## src/rtl/frame_streamer_pkg.sv

```systemverilog
`default_nettype none
// +----------------------------------------------------------------------+
// | frame_streamer_pkg                                                    |
// | Shared defaults, framing constants and FSM encoding for the streamer. |
// | Revision: 1.0                                                         |
// +----------------------------------------------------------------------+
package frame_streamer_pkg;

    localparam int DEF_O_BW       = 14;
    localparam int DEF_TOTAL_DATA = 91136;
    localparam int DEF_FRAME_LEN  = 512;
    localparam int DEF_HOP        = 256;
    localparam int DEF_NUM_FRAMES = 355;
    localparam int DEF_GAP        = 4;

    typedef enum logic [1:0] {
        ST_IDLE  = 2'd0,
        ST_READ  = 2'd1,
        ST_GAP   = 2'd2,
        ST_DRAIN = 2'd3
    } state_t;

    // Counter width that never collapses to zero bits.
    function automatic int min1_clog2(input int value);
        return (value > 1) ? $clog2(value) : 1;
    endfunction

endpackage
`default_nettype wire

```

## src/rtl/frame_addr_gen.sv

```systemverilog
`default_nettype none
// +----------------------------------------------------------------------+
// | frame_addr_gen                                                        |
// | Frame base / in-frame offset / frame index counters and end flags.    |
// | Revision: 1.0                                                         |
// +----------------------------------------------------------------------+
module frame_addr_gen
    import frame_streamer_pkg::*;
#(
    parameter int FRAME_LEN  = DEF_FRAME_LEN,
    parameter int HOP        = DEF_HOP,
    parameter int NUM_FRAMES = DEF_NUM_FRAMES,
    parameter int TOTAL_DATA = DEF_TOTAL_DATA
) (
    input  logic                                clk,
    input  logic                                rst,
    input  logic                                load,
    input  logic                                step,
    input  logic                                next_frame,
    output logic [$clog2(TOTAL_DATA)-1:0]       addr,
    output logic [$clog2(FRAME_LEN)-1:0]        off,
    output logic [min1_clog2(NUM_FRAMES)-1:0]   frame_idx,
    output logic                                last_sample,
    output logic                                last_frame
);

    localparam int AW = $clog2(TOTAL_DATA);
    localparam int NW = $clog2(FRAME_LEN);
    localparam int FW = min1_clog2(NUM_FRAMES);

    logic [AW-1:0] base;

    always_ff @(posedge clk or negedge rst) begin
        if (!rst) begin
            base      <= '0;
            off       <= '0;
            frame_idx <= '0;
        end else if (load) begin
            base      <= '0;
            off       <= '0;
            frame_idx <= '0;
        end else if (next_frame) begin
            base      <= base + AW'(HOP);
            off       <= '0;
            frame_idx <= frame_idx + 1'b1;
        end else if (step) begin
            off <= off + 1'b1;
        end
    end

    assign addr        = base + AW'(off);
    assign last_sample = (off == NW'(FRAME_LEN - 1));
    assign last_frame  = (frame_idx == FW'(NUM_FRAMES - 1));

endmodule
`default_nettype wire

```

## src/rtl/frame_streamer.sv

```systemverilog
`default_nettype none
// +----------------------------------------------------------------------+
// | frame_streamer                                                        |
// | Reads sample RAM and emits overlapping frames with markers and index. |
// | Revision: 1.0                                                         |
// +----------------------------------------------------------------------+
module frame_streamer
    import frame_streamer_pkg::*;
#(
    parameter int O_BW       = DEF_O_BW,
    parameter int FRAME_LEN  = DEF_FRAME_LEN,
    parameter int HOP        = DEF_HOP,
    parameter int NUM_FRAMES = DEF_NUM_FRAMES,
    parameter int GAP        = DEF_GAP,
    parameter int TOTAL_DATA = DEF_TOTAL_DATA
) (
    input  logic                                clk,
    input  logic                                rst,
    input  logic                                start,
    output logic                                mem_rd,
    output logic [$clog2(TOTAL_DATA)-1:0]       mem_addr,
    input  logic [O_BW-1:0]                     mem_re,
    input  logic [O_BW-1:0]                     mem_im,
    output logic                                do_en,
    output logic [O_BW-1:0]                     do_re,
    output logic [O_BW-1:0]                     do_im,
    output logic                                do_sof,
    output logic                                do_eof,
    output logic [$clog2(FRAME_LEN)-1:0]        num,
    output logic [min1_clog2(NUM_FRAMES)-1:0]   frame_idx,
    output logic                                busy,
    output logic                                done
);

    localparam int AW = $clog2(TOTAL_DATA);
    localparam int NW = $clog2(FRAME_LEN);
    localparam int FW = min1_clog2(NUM_FRAMES);
    localparam int GW = min1_clog2(GAP);

    state_t          state, state_nx;
    logic            load, step, next_frame;
    logic            last_sample, last_frame, gap_last;
    logic [AW-1:0]   addr;
    logic [NW-1:0]   off;
    logic [FW-1:0]   fidx;
    logic [GW-1:0]   gap_cnt;
    logic [O_BW-1:0] re_hold, im_hold;

    frame_addr_gen #(
        .FRAME_LEN  (FRAME_LEN),
        .HOP        (HOP),
        .NUM_FRAMES (NUM_FRAMES),
        .TOTAL_DATA (TOTAL_DATA)
    ) u_addr_gen (
        .clk         (clk),
        .rst         (rst),
        .load        (load),
        .step        (step),
        .next_frame  (next_frame),
        .addr        (addr),
        .off         (off),
        .frame_idx   (fidx),
        .last_sample (last_sample),
        .last_frame  (last_frame)
    );

    always_ff @(posedge clk or negedge rst) begin
        if (!rst) state <= ST_IDLE;
        else      state <= state_nx;
    end

    // A start coinciding with the done pulse is dropped.
    always_comb begin
        state_nx   = state;
        load       = 1'b0;
        step       = 1'b0;
        next_frame = 1'b0;
        mem_rd     = 1'b0;
        case (state)
            ST_IDLE: begin
                if (start && !done) begin
                    load     = 1'b1;
                    state_nx = ST_READ;
                end
            end
            ST_READ: begin
                mem_rd = 1'b1;
                if (!last_sample) begin
                    step = 1'b1;
                end else if (last_frame) begin
                    state_nx = ST_DRAIN;
                end else begin
                    next_frame = 1'b1;
                    state_nx   = (GAP == 0) ? ST_READ : ST_GAP;
                end
            end
            ST_GAP:   if (gap_last) state_nx = ST_READ;
            ST_DRAIN: state_nx = ST_IDLE;
            default:  state_nx = ST_IDLE;
        endcase
    end

    always_ff @(posedge clk or negedge rst) begin
        if (!rst)                 gap_cnt <= '0;
        else if (state == ST_GAP) gap_cnt <= gap_cnt + 1'b1;
        else                      gap_cnt <= '0;
    end

    assign gap_last = (int'(gap_cnt) >= GAP - 1);
    assign busy     = (state != ST_IDLE);
    assign mem_addr = addr;

    always_ff @(posedge clk or negedge rst) begin
        if (!rst) begin
            do_en     <= 1'b0;
            do_sof    <= 1'b0;
            do_eof    <= 1'b0;
            num       <= '0;
            frame_idx <= '0;
            done      <= 1'b0;
            re_hold   <= '0;
            im_hold   <= '0;
        end else begin
            do_en  <= mem_rd;
            do_sof <= mem_rd && (off == '0);
            do_eof <= mem_rd && last_sample;
            done   <= (state == ST_DRAIN);
            if (mem_rd) begin
                num       <= off;
                frame_idx <= fidx;
            end
            if (do_en) begin
                re_hold <= mem_re;
                im_hold <= mem_im;
            end
        end
    end

    // RAM data arrives with do_en, so it passes straight through and is held between frames.
    assign do_re = do_en ? mem_re : re_hold;
    assign do_im = do_en ? mem_im : im_hold;

endmodule
`default_nettype wire

```

## config.mk

```make
export PLATFORM = sky130hd
export DESIGN_NAME = frame_streamer
export DESIGN_NICKNAME = d
export VERILOG_FILES = /design/src/rtl/frame_streamer_pkg.sv /design/src/rtl/frame_addr_gen.sv /design/src/rtl/frame_streamer.sv
export SDC_FILE = /design/constraint.sdc
export NUM_CORES = 1
export LEC_CHECK = 0
export BUFFER_PORTS_ARGS = -buffer_cell sky130_fd_sc_hd__buf_2
export CELL_PAD_IN_SITES_DETAIL_PLACEMENT = 1
export CELL_PAD_IN_SITES_GLOBAL_PLACEMENT = 1
export CORE_ASPECT_RATIO = 0.5
export CORE_MARGIN = 4
export CORE_UTILIZATION = 44
export CTS_CLUSTER_SIZE = 10
export DETAILED_ROUTE_END_ITERATION = 12
export PLACE_DENSITY_LB_ADDON = 0.1
export SLEW_MARGIN = 20
export SYNTH_ARGS = -nofsm -noshare
export SYNTH_HDL_FRONTEND = slang
export SYNTH_HIERARCHICAL = 1
export SYNTH_SLANG_ARGS = --single-unit
export TNS_END_PERCENT = 20
```

## constraint.sdc

```tcl
create_clock -name clk -period 4.8 [get_ports clk]
set_clock_uncertainty 0.1 [all_clocks]
set_input_delay 0.24 -clock clk [delete_from_list [all_inputs] [get_ports clk]]
set_output_delay 0.24 -clock clk [all_outputs]
set_load 0.01 [all_outputs]
```

* Word level (Yosys, flattened, before mapping) *
Index checks and enable logic that the tools add are counted.

operators by class
  add/sub/neg operators = 5
  $lt $le $gt $ge = 1
  eq/ne operators = 8
  multiplexer cells = 23
  reduce and logical (&&, ||, !) cells = 10

operators by type and width
  operator                 count
  $mux W9                  5
  $mux W17                 2
  $mux W14                 2
  $add A9 B1 Y9 const B    2
  $eq A9 B9 Y1 const B     2
  $add A17 B9 Y17          1
  $add A17 B9 Y17 const B  1
  $logic_not A9 Y1         1
  $mux W1                  9
  $mux W2                  4
  $pmux W2 S4              1
  $ne A2 B2 Y1 const B     3
  $eq A2 B2 Y1 const B     2
  $reduce_bool A2 Y1       2
  $logic_and A1 B1 Y1      3
  $reduce_and A3 Y1        1
  $reduce_bool A3 Y1       1
  $add A2 B1 Y2 const B    1
  $eq A2 B1 Y1 const B     1
  $ge A2 B2 Y1 const B     1
  $logic_not A2 Y1         1
  $logic_not A1 Y1         1

word-level totals
  bits in registers = 89
  output and inout port bits = 69
  word-level logic and storage cells = 60

* Depth between registers and ports, before layout *
Gate-level depths: netlist (run 1).

  word-level depth = 6
  mapped depth = 11
  gate-level depth less buffers = 10

* By module *
The synthesis (run 1) kept the hierarchy.

by module, submodules not included
  module          instances  cells an instance  area each (um^2)
  frame_streamer  1          126                2070.7
  frame_addr_gen  1          165                1559.0

* Least setup slack after synthesis (run 1) *
OpenSTA, ideal clock, no wires.

  path type = register -> register
  from = register u_addr_gen.off[0]
  to = register u_addr_gen.frame_idx[6]
  arrival time = 1.955 ns
  data required time = 4.623 ns
  slack = 2.668 ns
  cell stages (with the launch flop) = 11
  buffers on the path = 1
  period minus slack after synthesis = 2.132 ns
  cell sequence = dfrtp_1 -> ha_1 -> nand3_1 -> nor2_1 -> ha_1 -> nand2b_1 -> nor2_1 -> buf_4 -> nand4_2 -> or3_1 -> a21oi_1

on the way
  cells in the longest elaborated chain, start to end = 4

ends and longest elaborated chain
  item                          RTL line              RTL
  start: declaration            frame_addr_gen.sv:21  output logic [$clog2(FRAME_LEN)-1:0] off,
  start signal: assignment      frame_addr_gen.sv:47  off <= off + 1'b1;
  $eq A9 B9 Y1                  frame_addr_gen.sv:52  assign last_sample = (off == NW'(FRAME_LEN - 1));
  named net last_sample         frame_streamer.sv:42  logic last_sample, last_frame, gap_last;
  $mux W1                       frame_streamer.sv:88  if (!last_sample) begin
  $mux W1                       frame_streamer.sv:79  case (state)
  named net next_frame          frame_streamer.sv:41  logic load, step, next_frame;
  $reduce_bool A2 Y1 (no line)  --
  end signal: assignment        frame_addr_gen.sv:45  frame_idx <= frame_idx + 1'b1;
  end: declaration              frame_addr_gen.sv:22  output logic [min1_clog2(NUM_FRAMES)-1:0] frame_idx,

The timed path passes the listed nets, and every way through them passes these cells.
A chain may end at the register's enable or synchronous reset.

* Worst setup path after layout (run 1) *
  from = register u_addr_gen.off[0]
  to = register u_addr_gen.frame_idx[5]

Same word-level chain as after synthesis.

==> results.cfg, run 1 <==
[status]
status = complete, no violations

[die]
die_area_mm2 = 0.00985
die_w_um = 136
num_rows = 23
die_height_um = 72.2
top_level_ports = 100
start_util = 0.454
core_mm2 = 0.00800

[yosys]
synth_edf_count = 0
syn_area_mm2 = 0.00363
synth_seq_cells = 81
post_synth_num_cell_types = 38
synth_top_area_frac = 0.558
yosys-top-cells-count = dfrtp_1, mux2_2, nor2_1, xor2_1, xnor2_1
synth_most_common_cell = dfrtp_1
ys_warn_count = 6
async_reset_ff_frac = 1.00
syn_nets = 330
synth_top_area_cell = dfrtp_1
synthTopCellsByArea = dfrtp_1, mux2_2, xor2_1
avgSynthCellArea_um2 = 12.5
synthCells = 291
ys.flop_type = dfrtp_1
seq_area_frac_synth = 0.558

[sta]
period_minus_slack_ns = 2.99
slew_viol_final = 0
hold_viol = 0
max_freq_mhz = 334
final.setup.worst_slack_ns = 1.81
grt_setup_unrepaired = false
setup_violations = 0
slew_headroom = 0.479
worst_pin_slew_ns = 0.779
setup-tns-final_ns = 0
post-route-period-util = 0.623

[power]
seq_power_share = 0.437
peakVddDrop_mv = 0.258
power.switching_uw = 608
clock_power_share = 0.357
p_comb_frac = 0.206
finalPower_uw = 2080
netSwitchingFraction = 0.292
internal-power_uw = 1470
leakagePower_uw = 0.00225
power_per_cell_area_mw_per_mm2 = 461

[critical_path]
critPathMaxStageDelay_ns = 0.60
crit_path_start_kind = flop
crit_path_max_fanout = 11
crit_required_ns = 4.96
worstPathCellList = ha_1 > nand3_1 > nor2_1 > ha_1 > nand2b_1 > nor2_1 > nand4_1 > or3_1 > a21oi_1
endpoint_kind = flop
criticalPathCategory = flop to flop
crit_arrival_ns = 3.15
slowest_stage = nor2_1

[global_route]
grt-ovfl-total = 0
grtUsageMet2 = 0.314
grt_pass1_vias = 2713
antenna_found_initial = 0
grt_util_met3 = 0.0665
met1_usage = 0.235
grt_usage = 0.188
grt_pass1_wl_mm = 14.2
grt_max_degree = 82
busiest_layer = met2

[clock_tree]
clkLatencyLatePin_ns = 0.34
cts_setup_buffers = 0
cts_buffer_depth = 2
post_cts_resized = 0
numCtsBuffers = 9
cts_root_buffer = clkbuf_16
htree_levels = 3
clkSinkCount = 81
path_clk_slew_ns = 0.06
cts_tree = yes

[finish]
final_nets = 423
antenna_cells = 0
stdcell_area_mm2 = 0.00451
layout-drive-gt1-share = 0.437
multiInputGateArea_mm2 = 0.00148
area_growth_pct = 24.2
nFillCells = 866
seq_area_mm2 = 0.00203

[routing]
routed-via-count = 2516
antenna_left = 0
drt_first_pass_iters = 4
wl_per_cell_um = 17.2
first_iter_violations = 99
drc_errors = 0
wirelength_mm = 8.61
viasPerCell = 5.02

[placement]
place_ws_ns = 1.87
routabilityCongestion = 0.810
io_buffers = 99
post_dp_cell_area_mm2 = 0.00416
hpwl_mm = 6.04

[job]
maxCapViolCount = 0

[worst_hold_path]
worstHoldPathType = input port to flop
-- worst max-delay path, delay by kind of cell, from the launching register on --
kind                       cells  cell delay [ns]
AOI/OAI and AO/OA              1             0.16
DFF                            1             0.43
and+or+nand+nor                6             1.72
adders and majority gates      2             0.50
-- metal layers --
layer | wire (um) | share of wire
met3 | 646 | 0.075
met5 | 0 | 0
met1 | 3910 | 0.45
met4 | 89 | 0.010
met2 | 3970 | 0.46
-- timing repair --
action / 4_1_cts / 5_1_grt
hold buffers: 0 / 1
endpoints found under the hold margin: 0 / 81
endpoints found under the setup margin: 0 / 0
-- through the flow --
step                instances  utilization  hold slack (ns)
floorplan                 291            -           -0.156
global placement          484        0.520            0.321
detailed placement        484        0.520            0.349
CTS                       500        0.562           0.0134
global route              501        0.564           0.0505
finish                    501        0.564           0.0552
-- power groups by stage --
stage	combinational [uW]	sequential, uW	clock, uW
floorplan	281	891	0
global placement	422	910	0
detailed placement	430	921	0
CTS	435	911	768
global route	475	931	797
finish	427	908	743
-- final timing paths --
path	start	endpoint	slack (ns)	cells after the start
setup / recovery	u_addr_gen/off[0]	u_addr_gen/frame_idx[5]	1.81	9
hold / removal	mem_re[12]	re_hold[12]	0.06	2
setup reg to reg	u_addr_gen/off[0]	u_addr_gen/frame_idx[5]	1.81	9
hold reg to reg	gap_cnt[0]	gap_cnt[0]	0.35	1
max in group asynchronous	rst	do_en	3.63	2
min in group asynchronous	rst	re_hold[2]	0.46	2
-- cells in the final DEF, fill, tap and decap left out, types with 2 or more instances in the layout --
master / count
bufinv_16: 2
or2_2: 2
clkbuf_16: 9
buf_2: 98
nand4_1: 8
xor2_1: 18
o21ai_0: 2
nor3_1: 4
and2_1: 3
dfrtp_1: 80
mux2_2: 41
and4_1: 3
nand2_1: 13
clkinvlp_4: 3
ha_1: 8
nand3_1: 10
or3_1: 2
nor2_1: 32
mux2_4: 5
a21oi_1: 2
and3_1: 4
xnor2_1: 15
inv_1: 2
mux2i_1: 3
-- cell families (layout without fill, tap and decap cells) --
| group | Yosys count | count (layout) | synth area share |
|---|---|---|---|
| AOI/OAI and AO/OA | 8 | 8 | 0.0155 |
| xor gates and xnor gates | 33 | 33 | 0.0796 |
| adders and majority gates | 8 | 8 | 0.0276 |
| buffers and inverters | 22 | 120 | 0.0362 |
| DFF | 81 | 81 | 0.558 |
| muxes | 49 | 49 | 0.156 |
| other | 1 | 1 | 0.00103 |
| and+or+nand+nor | 89 | 89 | 0.125 |
-- layout make-up --
cell class / instances / area share
clock buffers: 10 / 0.0530
clock inverters: 6 / 0.0203
inverters: 3 / 0.00305
multi-input cells: 188 / 0.328
flip-flops and latches: 81 / 0.450
well taps: 112 / 0.0311
repair buffers: 101 / 0.115
-- flip-flops by register name, indices dropped and copies added, names as in the netlist --
register,flops
do_en,1
do_eof,1
do_sof,1
done,1
frame_idx,9
gap_cnt,2
im_hold,14
num,9
re_hold,14
state,2
u_addr_gen/base,9
u_addr_gen/frame_idx,9
u_addr_gen/off,9
Power figures use the tool's default switching activity.
==> inputs of run 2 (changes only) <==
--- a/config.mk
+++ b/config.mk
@@ -10,7 +10,7 @@
 export CELL_PAD_IN_SITES_GLOBAL_PLACEMENT = 1
 export CORE_ASPECT_RATIO = 0.5
 export CORE_MARGIN = 4
-export CORE_UTILIZATION = 44
+export CORE_UTILIZATION = 41
 export CTS_CLUSTER_SIZE = 10
 export DETAILED_ROUTE_END_ITERATION = 12
 export PLACE_DENSITY_LB_ADDON = 0.1
==> constraint.sdc (replaced) <==
create_clock -name clk -period 3.05 [get_ports clk]
set_clock_uncertainty 0.1 [all_clocks]
set_input_delay 0.1525 -clock clk [delete_from_list [all_inputs] [get_ports clk]]
set_output_delay 0.1525 -clock clk [all_outputs]
set_load 0.01 [all_outputs]
==> run 2 against run 1 <==
  * Via count rose by 4.9%
  * Critical path depth is 2 higher
  * Cell count is 6.2% higher
==> results.cfg, run 2 (same netlist as run 1, synthesis figures left out) <==
[worst_hold_path]
hold_path_depth = 2
worstHoldPathType = input port to flop
min_to = re_hold[10]
hp-start = mem_re[10]

[placement]
post_dp_cell_area_mm2 = 0.00419
hpwl_mm = 6.29
io_buffers = 99
routabilityCongestion = 0.779

[finish]
final_nets = 454
nFillCells = 903
final_core_util = 0.578
area_growth_pct = 32.0
antenna_cells = 0
layout-drive-gt1-share = 0.407
seq_area_mm2 = 0.00203
reg.largest.list = im_hold (14), re_hold (14)
multiInputGateArea_mm2 = 0.00148
stdcell_area_mm2 = 0.00479
mostFrequentLayoutCells = buf_2, dfrtp_1, mux2_2
mostFrequentLayoutCell = buf_2

[sta]
max_freq_mhz = 390
hold_viol = 0
post-route-period-util = 0.841
slew_viol_final = 0
holdWs_ns = 0.0192
period_minus_slack_ns = 2.57
worst_pin_slew_ns = 0.746
setup_violations = 0
slew_headroom = 0.503
grt_setup_unrepaired = false
setup-tns-final_ns = 0

[power]
power_per_cell_area_mw_per_mm2 = 690
leakagePower_uw = 0.00238
peakVddDrop_mv = 0.428

[clock_tree]
cts_tree = yes
path_clk_slew_ns = 0.06
clkLatencyLatePin_ns = 0.33
numCtsBuffers = 9
htree_levels = 3
cts_buffer_depth = 2
cts_root_buffer = clkbuf_16
post_cts_resized = 0
clkSinkCount = 81
cts_setup_buffers = 0

[critical_path]
rr_endpoint = u_addr_gen/base[16]
critPathMaxStageDelay_ns = 0.46
worst-path-buf-inv = 1
slowest_stage = dfrtp_1
cp_top_family = simple AND/OR/NAND/NOR gates
crit_required_ns = 3.17
worstRegToRegCells = 11
criticalPathCategory = flop to flop
crit_path_max_fanout = 9
crit_arrival_ns = 2.68
reg2reg_slack_ns = 0.48
path_common_cell = nor2_1
endpoint_kind = flop
crit_path_start_kind = flop
r2r-start = u_addr_gen/off[0]
worstPathCellList = ha_1 > nand3_1 > nor2_1 > ha_1 > nand2b_1 > nor2_1 > buf_4 > and2_1 > nand4_1 > xor2_1 > nor2_1

[die]
start_util = 0.438
top_level_ports = 100
num_rows = 23
die_height_um = 74.5
core_mm2 = 0.00829
die_w_um = 141
die_area_mm2 = 0.0105

[global_route]
grt_pass1_vias = 2941
grt_usage = 0.196
grt_max_degree = 82
grt_pass1_wl_mm = 16.1
grt-ovfl-total = 0
antenna_found_initial = 0

[routing]
routed-via-count = 2640
wl_per_cell_um = 18.1
antenna_left = 0
drc_errors = 0
wirelength_mm = 9.62
drt_first_pass_iters = 5
viasPerCell = 4.96
first_iter_violations = 81

[job]
maxCapViolCount = 0

[status]
status = complete, no violations
-- run 2: changes by cell type in the layout (fill, tap and decap cells not counted), sizes merged --
| cell | before | now |
|---|---|---|
| dlygate4sd3 | 1 | 28 |
| buf | 100 | 104 |
| clkbuf | 10 | 11 |
| clkinvlp | 3 | 2 |
-- run 2: through the flow --
step,setup WS (ns),total power (uW),instances
finish,0.485,3310,532
CTS,0.448,3330,532
detailed placement,0.488,2150,488
global placement,0.697,2110,488
global route,0.227,3500,532
floorplan,0.918,1840,291
-- run 2: area by class of cell --
type | instances | area share
Clock buffer | 11 | 0.0486
Multi-Input combinational cell | 188 | 0.308
Tap cell | 112 | 0.0293
Timing Repair Buffer | 132 | 0.171
Inverter | 3 | 0.00287
Sequential cell | 81 | 0.423
Clock inverter | 5 | 0.0167
-- run 2: worst max path at each step --
stage	cells after the start	to	startpoint
after floorplan	10	u_addr_gen/frame_idx[6]	u_addr_gen/off[0]
after global placement	11	u_addr_gen/base[16]	u_addr_gen/off[0]
after detailed placement	11	u_addr_gen/base[16]	u_addr_gen/off[0]
after CTS	11	u_addr_gen/base[16]	u_addr_gen/off[0]
after global routing	11	u_addr_gen/base[16]	u_addr_gen/off[0]
final	11	u_addr_gen/base[16]	u_addr_gen/off[0]
-- run 2: layer usage --
metal,track usage,vias up,part of all wire
met3,0.0501,11,0.050
met1,0.249,1321,0.45
met4,0.0548,0,0.0099
met5,0,-,0
met2,0.342,76,0.49
li1,-,1232,-
-- run 2: where the power goes --
group	total (uW)	internal [uW]	switching, uW
clock network	1140	716	420
logic	755	364	391
registers	1420	1250	172
-- run 2: what timing repair did --
| action | in CTS | in global routing |
|---|---|---|
| hold endpoints to repair | 108 | 0 |
| setup endpoints to repair | 0 | 0 |
| hold buffers | 28 | 0 |
